## src/rtl/uart_tx_buffer.sv

```systemverilog
// uart_tx_buffer: FIFO-backed front end for the UART driver's transmit handshake.
// Upstream logic pushes words at up to one per clock. A small FSM drains the FIFO
// one frame at a time: it raises tx_start only when the driver reports tx_ready.
// Optional feature macro: UART_TX_BUF_GAP_EN. When it is defined, GAP_CYCLES idle
// cycles are inserted after each frame.
module uart_tx_buffer #(
    parameter int NUM_DATA_BITS = 8,
    parameter int FIFO_DEPTH    = 16,
    parameter int GAP_CYCLES    = 0
) (
    input  logic                          sys_clk,
    input  logic                          rst_n,
    input  logic                          wr_en,
    input  logic [NUM_DATA_BITS-1:0]      wr_data,
    output logic                          full,
    output logic                          empty,
    output logic [$clog2(FIFO_DEPTH):0]   fill_level,
    output logic                          overflow,
    input  logic                          ovf_clear,
    output logic                          busy,
    input  logic                          tx_ready,
    output logic                          tx_start,
    output logic [NUM_DATA_BITS-1:0]      tx_data
);

    localparam int PTR_W = $clog2(FIFO_DEPTH);
    localparam int CNT_W = PTR_W + 1;

`ifdef UART_TX_BUF_GAP_EN
    localparam int GAP_W = (GAP_CYCLES > 0) ? $clog2(GAP_CYCLES + 1) : 1;

    typedef enum logic [2:0] {
        S_IDLE,
        S_START,
        S_WAIT_BUSY,
        S_WAIT_READY,
        S_GAP
    } state_t;
`else
    typedef enum logic [1:0] {
        S_IDLE,
        S_START,
        S_WAIT_BUSY,
        S_WAIT_READY
    } state_t;
`endif

    // Storage and state
    logic [NUM_DATA_BITS-1:0] mem_q [FIFO_DEPTH];
    logic [PTR_W-1:0]         wr_ptr_q, wr_ptr_d;
    logic [PTR_W-1:0]         rd_ptr_q, rd_ptr_d;
    logic [CNT_W-1:0]         count_q, count_d;
    logic                     overflow_q, overflow_d;
    logic [NUM_DATA_BITS-1:0] tx_data_q, tx_data_d;
    state_t                   state_q, state_d;
`ifdef UART_TX_BUF_GAP_EN
    logic [GAP_W-1:0]         gap_cnt_q, gap_cnt_d;
`endif

    logic push;
    logic pop;

    // Status decode from the registered count
    assign full       = (count_q == CNT_W'(FIFO_DEPTH));
    assign empty      = (count_q == '0);
    assign fill_level = count_q;
    assign overflow   = overflow_q;
    assign tx_data    = tx_data_q;
    assign tx_start   = (state_q == S_START);
    assign busy       = (state_q != S_IDLE);

    // A write is dropped when the FIFO is full, even if a pop frees a slot this cycle
    assign push = wr_en && !full;

    // FIFO storage write port
    // NOTE: the data array has no reset; reset only clears pointers and count, which
    // makes the old contents unreachable and lets the array map to plain RAM.
    always_ff @(posedge sys_clk) begin
        if (push) begin
            mem_q[wr_ptr_q] <= wr_data;
        end
    end

    // FIFO pointer, count and sticky overflow next-state
    always_comb begin
        // NOTE: every signal gets a default first so no path leaves it unassigned (no latch).
        wr_ptr_d   = wr_ptr_q;
        rd_ptr_d   = rd_ptr_q;
        count_d    = count_q;
        overflow_d = overflow_q;

        if (push) begin
            wr_ptr_d = wr_ptr_q + 1'b1;
        end
        if (pop) begin
            rd_ptr_d = rd_ptr_q + 1'b1;
        end

        unique case ({push, pop})
            2'b10:   count_d = count_q + 1'b1;
            2'b01:   count_d = count_q - 1'b1;
            default: count_d = count_q;
        endcase

        // Clear wins over a same-cycle overflow set
        if (ovf_clear) begin
            overflow_d = 1'b0;
        end else if (wr_en && full) begin
            overflow_d = 1'b1;
        end
    end

    // Transmit FSM next-state, pop request and output word
    always_comb begin
        state_d   = state_q;
        pop       = 1'b0;
        tx_data_d = tx_data_q;
`ifdef UART_TX_BUF_GAP_EN
        gap_cnt_d = gap_cnt_q;
`endif

        case (state_q)
            S_IDLE: begin
                if (!empty && tx_ready) begin
                    pop       = 1'b1;
                    tx_data_d = mem_q[rd_ptr_q];
                    state_d   = S_START;
                end
            end

            S_START: begin
                state_d = S_WAIT_BUSY;
            end

            // Wait for the driver to acknowledge, so a stale ready level is not
            // mistaken for the end of the frame
            S_WAIT_BUSY: begin
                if (!tx_ready) begin
                    state_d = S_WAIT_READY;
                end
            end

            S_WAIT_READY: begin
                if (tx_ready) begin
`ifdef UART_TX_BUF_GAP_EN
                    if (GAP_CYCLES > 0) begin
                        state_d   = S_GAP;
                        gap_cnt_d = GAP_W'(GAP_CYCLES - 1);
                    end else begin
                        state_d = S_IDLE;
                    end
`else
                    state_d = S_IDLE;
`endif
                end
            end

`ifdef UART_TX_BUF_GAP_EN
            // Counter is loaded with GAP_CYCLES-1, so GAP lasts exactly GAP_CYCLES cycles
            S_GAP: begin
                if (gap_cnt_q == '0) begin
                    state_d = S_IDLE;
                end else begin
                    gap_cnt_d = gap_cnt_q - 1'b1;
                end
            end
`endif

            default: begin
                state_d = S_IDLE;
            end
        endcase
    end

    // State registers with asynchronous active-low reset
    // NOTE: sequential state uses non-blocking (<=) so every flop samples pre-edge values.
    always_ff @(posedge sys_clk or negedge rst_n) begin
        if (!rst_n) begin
            wr_ptr_q   <= '0;
            rd_ptr_q   <= '0;
            count_q    <= '0;
            overflow_q <= 1'b0;
            tx_data_q  <= '0;
            state_q    <= S_IDLE;
`ifdef UART_TX_BUF_GAP_EN
            gap_cnt_q  <= '0;
`endif
        end else begin
            wr_ptr_q   <= wr_ptr_d;
            rd_ptr_q   <= rd_ptr_d;
            count_q    <= count_d;
            overflow_q <= overflow_d;
            tx_data_q  <= tx_data_d;
            state_q    <= state_d;
`ifdef UART_TX_BUF_GAP_EN
            gap_cnt_q  <= gap_cnt_d;
`endif
        end
    end

endmodule

```

## config.mk

```make
export PLATFORM = sky130hd
export DESIGN_NAME = uart_tx_buffer
export DESIGN_NICKNAME = d
export VERILOG_FILES = /design/src/rtl/uart_tx_buffer.sv
export SDC_FILE = /design/constraint.sdc
export NUM_CORES = 1
export LEC_CHECK = 0
export ABC_AREA = 1
export CAP_MARGIN = 20
export CORE_MARGIN = 2
export CORE_UTILIZATION = 65
export DETAILED_ROUTE_END_ITERATION = 6
export PLACE_DENSITY = 0.93
export SLEW_MARGIN = 0
export SYNTH_ARGS = -nofsm -noshare
export SYNTH_HDL_FRONTEND = slang
export SYNTH_SLANG_ARGS = --single-unit
export TNS_END_PERCENT = 30
```

## constraint.sdc

```tcl
create_clock -name sys_clk -period 4.4 [get_ports sys_clk]
set_input_delay 0.44 -clock sys_clk [delete_from_list [all_inputs] [get_ports sys_clk]]
set_output_delay 0.44 -clock sys_clk [all_outputs]
set_load 0.02 [all_outputs]
```

## Word level (Yosys, flattened, before mapping)

Memories as Yosys holds them, arrays and structs flattened. A register that Yosys moved wholly into a read port is not among the register bits.
Cells that the tools add are included.

| operators by class | value |
|---|---|
| shift-type cells | 0 |
| multiply operators | 0 |
| order comparisons | 0 |
| bitwise logic cells | 0 |
| equality and inequality tests | 9 |
| reduce and logical (&&, ||, !) cells | 13 |
| add/sub/neg operators | 4 |
| mux-type cells | 11 |
| divide/modulo/power cells | 0 |

Operators with widths:

| kind | number |
|---|---|
| 5-bit case mux with 2 select lines | 1 |
| 4-bit by 1-bit adder with 4-bit output, second input constant | 2 |
| 2-bit case mux with 4 select lines | 1 |
| 2-bit equality test, second input constant | 3 |
| 1-bit two-way mux | 6 |
| 2-bit two-way mux | 3 |
| 2-bit != test, second input constant | 3 |
| 2-bit nonzero test | 3 |
| 5-bit by 1-bit adder with 5-bit output, second input constant | 1 |
| 5-bit equality test, second input constant | 1 |
| 5-bit zero test | 1 |
| 5-bit by 1-bit subtractor with 5-bit output, second input constant | 1 |
| 2-bit by 1-bit equality test with 1-bit output, second input constant | 2 |
| 1-bit logical AND | 3 |
| 1-bit zero test | 3 |
| 3-bit AND reduction | 1 |
| 2-bit zero test | 1 |
| 2-bit AND reduction | 1 |

| storage, ports and cells | value |
|---|---|
| memories | 1 |
| output and inout bits | 18 |
| memory bits (writable) | 128 |
| flip-flop bits (word level) | 16 |
| ROM bits | 0 |
| latch bits | 0 |

Memories:

| memory | depth | bits a word | read ports | clocked after memory_dff | write ports | RTL line | RTL |
|---|---|---|---|---|---|---|---|
| mem_q | 16 | 8 | 1 | 1 | 1 | 49 | `logic [NUM_DATA_BITS-1:0] mem_q [FIFO_DEPTH];` |

## Longest topological paths before layout

Gate-level depths: netlist (run 1).

| depth | value |
|---|---|
| depth in word-level cells | 7 |
| gate-level depth with buffers | 15 |
| gate-level depth less buffers | 14 |

## Least setup slack after synthesis (run 1)

No wires, ideal clock.

| path | value |
|---|---|
| path kind | register to register |
| start point | register state_q[0] |
| end point | register count_q[4] (netlist: fill_level[4]) |
| library setup time | 0.117 ns |
| cell stages (with the launch flop) | 16 |
| path buffers | 1 |
| setup slack | 2.052 ns |
| data arrival time | 2.231 ns |
| cells stage by stage | dfrtp_1 -> inv_1 -> ha_1 -> inv_1 -> nor2_4 -> buf_4 -> ha_1 -> inv_1 -> fa_1 -> inv_1 -> nand2_1 -> nand2_1 -> a21oi_1 -> xor2_1 -> nand2_1 -> nand2_1 |

| on the way | value |
|---|---|
| longest elaborated chain between the ends | 4 |

RTL lines:

| element | RTL line | RTL |
|---|---|---|
| start, declared | 55 | `state_t state_q, state_d;` |
| start signal, assigned | 194 | `state_q <= state_d;` |
| 2-bit zero test (*) | 122 | `case (state_q)` |
| 1-bit two-way mux (*) | 122 |  |
| via pop | 61 | `logic pop;` |
| 2-bit by 1-bit equality test with 1-bit output or 2-bit equality test (tied branches) | 99 | `unique case ({push, pop})` |
| 5-bit case mux with 2 select lines or 2-bit nonzero test (tied branches) | n/a |  |
| end signal, assigned | 191 | `count_q <= count_d;` |
| end, declared | 52 | `logic [CNT_W-1:0] count_q, count_d;` |

Mark *: on every way through the listed nets, which the timed path passes. The rest lies on a longest branch.
A chain may end at the register's enable or synchronous reset.

## Worst setup path after layout (run 1)

| path | value |
|---|---|
| start point | register count_q[1] (netlist: fill_level[1]) |
| end point | register count_q[4] (netlist: fill_level[4]) |

| on the way | value |
|---|---|
| longest elaborated chain between the ends | 7 |

RTL lines:

| element | RTL line | RTL |
|---|---|---|
| 5-bit zero test | 65 | `assign empty = (count_q == '0);` |
| 1-bit zero test | 124 | `if (!empty && tx_ready) begin` |
| 1-bit logical AND | 124 |  |
| 1-bit two-way mux | 124 |  |
| 1-bit two-way mux | 122 |  |
| 2-bit by 1-bit equality test with 1-bit output or 2-bit equality test (tied branches) | 99 |  |
| 5-bit case mux with 2 select lines or 2-bit nonzero test (tied branches) | n/a |  |

Several ways; a longest one is shown, not always the timed one.

==> out/metrics.csv, run 1 <==
metric,value,unit
area share of the largest cell type after synthesis,55.9,%
Fillers,575,
Crit Path Category,flip-flop to flip-flop,
CTS resizes,0,
Post-CTS Setup Repair Bufs,0,
drt via density,5.92,
CTS Buf Count,17,
CP max stage delay,0.45,ns
nets@finish,740,
Clock Latency Late Sink,0.55,ns
maximum VDD drop,0.000447,V
clock sink count,152,
Sw Ratio,39.3,%
flop and latch count out of synthesis,152,
detailed-route via count,5099,
sw power,2.03,mW
Pwr per Cell Area,662,nW/µm²
first-pass GRT wire length,24900,µm
initial antenna violation count,0,
WL/cell,19.3,µm
Antenna Diode Count,0,
Max Freq,356,MHz
largest net degree at the start of global routing,67,
"Seq/Total Area, Yosys",64.7,%
synth top area cells,"edfxtp_1, nand2_1, dfrtp_1",
Final Hold Vio Count,0,
WL final,16600,µm
gp weighted congestion,0.983,
Max Transition Viols Final,0,
number of port buffers,30,
DRC viols,0,
setup TNS,0,ns
CTS tree,yes,
total core area,10300,µm²
Critical Path Source Type,flip-flop,
hpwl dp,9210,µm
flop-to-flop setup slack,1.59,ns
Crit path required time,4.85,ns
"CP delay by family, top",simple AND/OR/NAND/NOR gates,
period utilisation layout,63.8,%
CP Depth,13,
worst min-delay path category,input port to async pin,
final setup vio count,0,
FF+latch area,4450,µm²
"commonest cells after routing, fill and taps aside","nand2_1, edfxtp_1, inv_1, nand3_1, clkdlybuf4s50_1",
CP bufs+invs,2,
Critical-path top delay cell,dfrtp_1,
Slew Limit Headroom,26.4,%
Die X,107,µm
Post-Syn Area,6870,µm²
design area,7810,µm²
leak pwr,3.44,nW
outcome,completed,
starting density of the core,66.9,%
Syn Area/Cell,10.1,µm²
Worst path most repeated cell,nand2_1,
RR Endpoint,fill_level[4],
DR iter-0 viols,933,
Clock Skew,0.00893,ns
Worst-path clk slew,0.07,ns
Clock Power Share,27.0,%
Worst Tran Pin Value,1.10,ns
arrival time worst endpoint,3.25,ns
row count,37,
Die Footprint,11400,µm²
combinational power share,35.6,%
"commonest non-fill, non-tap cell in the layout",nand2_1,
clk root buf,clkbuf_8,
# H-tree levels,4,
vias in the first global route,4856,
area grow syn2layout,13.7,%
Total GRT Usage,29.9,%
gr ovfl total,0,
Netlist cell types,26,
Ports,31,
clock buffer depth,2,
Mapped Nets,709,
critical path capture point type,flip-flop,
cell taking the most area after synthesis,edfxtp_1,
Routed Antenna Nets,0,
synthesized instance count,681,
internal power,3.14,mW
Post-DP Area,7190,µm²
First-pass DRT Iterations,6,
yosys warns,0,
fraction of layout cells with a size suffix above 1,6.62,%
unrepaired setup endpoints after global routing,no,
R2R depth,13,
Max-Cap Viols,0,
worst-path maximum fanout,15,
RR Startpoint,fill_level[1],
Multi-input gate area,1780,µm²
Reg power frac,37.4,%
hold buffers post-CTS,0,
die height,107,µm
fin crit period,2.81,ns
worst path cell trace,"nor2_1, nand4_1, nand2_2, ha_1, inv_1, fa_1, inv_1, nand2_1, nand2_1, a21oi_1, xor2_1, nand2_1, nand2_1",
[layout make-up]
cell class | instances | area share, %
clock buffers | 19 | 5.94
clock inverters | 13 | 1.38
inverters | 124 | 5.96
multi-input cells | 378 | 22.8
flip-flops and latches | 152 | 56.9
well taps | 136 | 2.18
repair buffers | 39 | 4.84
[cells by family (layout without fill, tap and decap cells)]
group	Yosys count	in the layout	synth area share (%)
buffers and inverters	151	195	9.41
AOI/OAI and AO/OA	11	11	0.856
and+or+nand+nor	342	342	20.9
xor gates and xnor gates	9	9	1.15
adders and majority gates	15	15	2.84
DFF	152	152	64.7
muxes	1	1	0.146
[metal layers]
layer  up-vias  track usage (%)  routed length (µm)
li1       2240                -                   -
met1      2294             36.2                5610
met2       460             48.6                8140
met3       105             9.30                2110
met4         0             15.1                 748
met5         -                0                   0
[power groups by stage]
stage / Clock, mW / Combinational [mW] / Sequential, mW
floorplan: 0 / 1.23 / 1.96
finish: 1.39 / 1.84 / 1.93
CTS: 1.39 / 1.76 / 1.93
global route: 1.46 / 2.00 / 1.95
detailed placement: 0 / 1.71 / 1.95
global placement: 0 / 1.62 / 1.93
[sequential cells by signal, indices dropped and copies added (netlist names)]
signal and flops:
wr_ptr_q 4, rd_ptr_q 4, tx_data 8, fill_level 5, mem_q 128, state_q 2, overflow 1
[synth_stat cells (all sizes together)]
| cell type | count |
|---|---|
| xor2 | 7 |
| fa | 1 |
| inv | 123 |
| mux2i | 1 |
| clkbuf | 1 |
| a21oi | 4 |
| a31oi | 1 |
| clkinv | 1 |
| nor2 | 11 |
| nand3 | 98 |
| o21bai | 1 |
| nand2 | 218 |
| o21ai | 5 |
| edfxtp | 128 |
| xnor2 | 2 |
| nor3 | 13 |
| buf | 26 |
| nand4 | 2 |
| dfrtp | 24 |
| ha | 14 |
[worst max path at each step]
stage | from | slack [ns] | to
2_1_floorplan | state_q[0] | 2.05 | fill_level[4]
3_3_place_gp | tx_ready | 1.69 | fill_level[4]
3_5_place_dp | tx_ready | 1.57 | fill_level[4]
4_1_cts | fill_level[1] | 1.69 | fill_level[4]
5_1_grt | fill_level[1] | 1.45 | fill_level[4]
6_report | fill_level[1] | 1.59 | fill_level[4]
[metrics by stage]
stage	instances	hold WS (ns)	utilization, %	setup WS (ns)	total power, mW
floorplan	681	0.144	-	2.05	3.19
global placement	824	0.463	70.0	1.69	3.55
detailed placement	824	0.469	70.0	1.57	3.65
CTS	856	0.254	75.5	1.69	5.08
global route	861	0.292	76.0	1.45	5.40
finish	861	0.258	76.0	1.59	5.17
Power figures use the tool's default switching activity.
==> run 2, diff against run 1 <==
- CORE_UTILIZATION: 65 -> 60
- PLACE_DENSITY: 0.93 -> 0.87
- clock period: 4.4 -> 2.6 ns (I/O delays scaled with it)
==> run 2 against run 1 <==
  * Die area rose by 8.0%
  * Register-to-register slack worse by 1.3 ns
  * Critical path type unchanged
  * Critical path depth is 1 higher
  * Critical endpoint unchanged
==> out/metrics.csv, run 2 (same netlist as run 1, synthesis figures left out) <==
metric,value,unit
Multi-input gate area,1780,µm²
leak pwr,3.55,nW
CP max stage delay,0.42,ns
RR Endpoint,fill_level[4],
clock buffer depth,2,
number of port buffers,30,
Crit path required time,2.91,ns
WL/cell,17.6,µm
nets@finish,754,
outcome,completed,
fin crit period,2.35,ns
hpwl dp,9510,µm
R2R depth,14,
maximum VDD drop,0.000628,V
setup TNS,0,ns
first-pass GRT wire length,24900,µm
Critical Path Source Type,flip-flop,
hold buffers post-CTS,0,
Pwr per Cell Area,1120,nW/µm²
largest net degree at the start of global routing,41,
Non-Filler Instances,882,
Antenna Diode Count,0,
"commonest non-fill, non-tap cell in the layout",nand2_1,
row count,39,
Worst-path clk slew,0.06,ns
CP bufs+invs,4,
Die Footprint,12300,µm²
vias in the first global route,4950,
FF+latch area,4450,µm²
worst min-delay path category,input port to async pin,
CTS Buf Count,17,
Die X,111,µm
WL final,15500,µm
gr ovfl total,0,
Final Hold Vio Count,0,
DRC viols,0,
area grow syn2layout,16.0,%
Reg with most FFs,mem_q,
placed cells,850,
CTS resizes,0,
Largest register FFs,128,
Ports,31,
final setup vio count,0,
flop-to-flop setup slack,0.25,ns
RR Startpoint,state_q[0],
Fillers,727,
period utilisation layout,90.2,%
Clock Latency Late Sink,0.42,ns
drt via density,5.50,
gp weighted congestion,0.886,
critical path capture point type,flip-flop,
CP Depth,14,
Post-CTS Setup Repair Bufs,0,
worst path cell trace,"inv_1, ha_1, inv_1, nor2_4, ha_1, inv_1, fa_1, inv_1, nand2_1, nand2_1, a21oi_1, xor2_1, nand2_1, nand2_1",
"CP delay by family, top",adder cells,
fraction of layout cells with a size suffix above 1,8.12,%
Critical-path top delay cell,dfrtp_1,
arrival time worst endpoint,2.66,ns
initial antenna violation count,0,
detailed-route via count,4855,
Max-Cap Viols,0,
CTS tree,yes,
"commonest cells after routing, fill and taps aside","nand2_1, edfxtp_1, inv_1, nand3_1, clkdlybuf4s50_1",
Max Freq,426,MHz
First-pass DRT Iterations,5,
clk root buf,clkbuf_16,
Total GRT Usage,26.5,%
Clock Skew,0.00839,ns
starting density of the core,61.0,%
total core area,11300,µm²
Worst Tran Pin Value,0.762,ns
die height,111,µm
Max Transition Viols Final,0,
Routed Antenna Nets,0,
# H-tree levels,4,
clock sink count,152,
Crit Path Category,flip-flop to flip-flop,
Slew Limit Headroom,49.0,%
unrepaired setup endpoints after global routing,no,
worst-path maximum fanout,5,
DR iter-0 viols,675,
==> run 2: through the flow <==
step	total power [mW]	worst slack (ns)	util (%)	hold slack (ns)	instance area [µm²]
2_1_floorplan	5.40	0.252	-	-0.0356	6870
3_3_place_gp	6.10	0.325	65.1	0.463	7340
3_5_place_dp	6.26	0.229	65.1	0.468	7340
4_1_cts	8.90	0.262	70.7	0.218	7970
5_1_grt	9.41	0.106	70.7	0.232	7970
6_report	8.93	0.254	70.7	0.220	7970
==> run 2: where the power goes <==
group	internal (mW)	leakage, nW	switching [mW]
sequential	3.02	1.45	0.292
combinational	1.02	1.81	2.00
clock	1.62	0.292	0.985
==> run 2: worst max path at each step <==
| stage | from | end | slack (ns) |
|---|---|---|---|
| 5_1_grt | state_q[1] | fill_level[4] | 0.11 |
| 3_3_place_gp | tx_ready | fill_level[4] | 0.33 |
| 4_1_cts | state_q[1] | fill_level[4] | 0.26 |
| 2_1_floorplan | state_q[0] | fill_level[4] | 0.25 |
| 3_5_place_dp | tx_ready | fill_level[4] | 0.23 |
| 6_report | state_q[0] | fill_level[4] | 0.25 |
==> run 2: metal layers <==
metal	global-route usage [%]	part of all wire, %	wire length (µm)	vias up
met1	32.5	37	5790	2284
met4	12.1	3.2	497	0
li1	-	-	-	2276
met5	0	0	0	-
met2	44.2	51	7950	252
met3	7.00	8.2	1260	43
==> run 2: layout make-up <==
cell class,instances,area share (%)
sequential,152,55.8
inverter,124,5.84
timing repair buffer,53,5.93
tap,143,2.24
multi-input combinational,378,22.3
clock buffer,19,5.43
clock inverter,13,2.46
==> run 3, diff against run 2 <==
- RECOVER_POWER: not set -> 25
==> run 3 against run 2 <==
  * The run now ends with capacitance limit, slew limit left
  * Non-clock buffer count stayed put
  * Global-route usage did not move
  * Core utilization barely moved
  * Highest routed layer unchanged
  * Flip-flop and latch count did not move
  * Routed wire length rose by 0.12%
  * First-iteration DRC count grew 2.8%
  * Clock-buffer cell count unchanged
  * Via count rose by 0.66%
==> out/metrics.csv, run 3 (same netlist as run 1, synthesis figures left out) <==
metric,value,unit
outcome,finished with violations,
violated checks,"capacitance limit, slew limit",
Die Footprint,12300,µm²
Slew Limit Headroom,-3.35,%
Die X,111,µm
initial antenna violation count,0,
number of port buffers,30,
Pwr per Cell Area,1120,nW/µm²
starting density of the core,61.0,%
Final Core Density,70.7,%
Routed Antenna Nets,0,
Max-Cap Viols,1,
Clock Skew,0.00650,ns
DR iter-0 viols,694,
First-pass DRT Iterations,6,
setup TNS,0,ns
CTS Buf Count,17,
clock buffer depth,2,
Reg with most FFs,mem_q,
CTS resizes,0,
row count,39,
WL/cell,17.6,µm
Critical Path Source Type,flip-flop,
Post-CTS Setup Repair Bufs,0,
Worst Tran Pin Value,1.55,ns
Crit Path Category,flip-flop to flip-flop,
unrepaired setup endpoints after global routing,no,
Worst-path clk slew,0.06,ns
area grow syn2layout,16.0,%
DRC viols,0,
hold buffers post-CTS,0,
CP max stage delay,0.42,ns
gr ovfl total,0,
Largest register FFs,128,
critical path capture point type,flip-flop,
Ports,31,
arrival time worst endpoint,2.66,ns
first-pass GRT wire length,24900,µm
final setup vio count,0,
vias in the first global route,4950,
worst path cell trace,"inv_1, ha_1, inv_1, nor2_4, ha_1, inv_1, fa_1, inv_1, nand2_1, nand2_1, a21oi_1, xor2_1, nand2_1, nand2_1",
Crit path required time,2.91,ns
fin crit period,2.35,ns
Antenna Diode Count,0,
Max Transition Viols Final,25,
maximum VDD drop,0.000630,V
Max Freq,426,MHz
worst-path maximum fanout,5,
total core area,11300,µm²
gp weighted congestion,0.886,
worst hold margin,0.369,ns
WL final,15500,µm
fraction of layout cells with a size suffix above 1,7.98,%
clock sink count,152,
largest net degree at the start of global routing,41,
die height,111,µm
"commonest non-fill, non-tap cell in the layout",nand2_1,
nets@finish,754,
worst min-delay path category,input port to flip-flop,
Final Hold Vio Count,0,
Total GRT Usage,26.5,%
hpwl dp,9510,µm
period utilisation layout,90.3,%
Critical-path top delay cell,dfrtp_1,
# H-tree levels,4,
detailed-route via count,4887,
CTS tree,yes,
drt via density,5.54,
"commonest cells after routing, fill and taps aside","nand2_1, edfxtp_1, inv_1, nand3_1, clkdlybuf4s50_1",
Clock Latency Late Sink,0.42,ns
leak pwr,3.55,nW
clk root buf,clkbuf_16,
-- run 3: per-stage QoR --
step | instance area (µm²) | setup WS (ns) | std cells | total power, mW
finish | 7970 | 0.253 | 882 | 8.93
global route | 7970 | 0.106 | 882 | 9.41
CTS | 7970 | 0.262 | 882 | 8.90
detailed placement | 7340 | 0.229 | 850 | 6.26
global placement | 7340 | 0.325 | 850 | 6.10
floorplan | 6870 | 0.252 | 681 | 5.40
-- run 3: routing by layer --
metal,wire (µm),part of all wire [%],GRT usage [%]
met2,7940,51,44.2
met3,1200,7.7,7.00
met1,5860,38,32.5
met4,521,3.4,12.1
met5,0,0,0
-- run 3: where the power goes --
part | leakage (nW) | switching, mW | internal (mW)
clock | 0.292 | 0.985 | 1.62
combinational | 1.81 | 2.00 | 1.02
sequential | 1.45 | 0.294 | 3.02
total | 3.55 | 3.28 | 5.65
-- run 3: worst paths after layout --
path / startpoint / end / slack (ns) / cells after the start
max: state_q[0] / fill_level[4] / 0.25 / 14
min: ovf_clear / overflow / 0.37 / 2
max reg2reg: state_q[0] / fill_level[4] / 0.25 / 14
min reg2reg: tx_data[6] / tx_data[6] / 0.48 / 2
max in group asynchronous: rst_n / rd_ptr_q[0] / 0.83 / 2
min in group asynchronous: rst_n / overflow / 0.75 / 2
-- run 3: final cells by class --
| cell class | count | area, µm² |
|---|---|---|
| Sequential cell | 152 | 4450 |
| Fill cell | 729 | 3300 |
| Multi-Input combinational cell | 378 | 1780 |
| Timing Repair Buffer | 53 | 469 |
| Inverter | 124 | 465 |
| Clock buffer | 19 | 433 |
| Clock inverter | 13 | 196 |
| Tap cell | 143 | 179 |
-- run 3: critical path, delay by kind of cell (launching register included) --
kind,cells,cell delay (ns)
fa+ha+maj,3,0.84
flops,1,0.42
buf+inv,4,0.37
simple gates,5,0.37
xor+xnor,1,0.14
compound gates,1,0.07
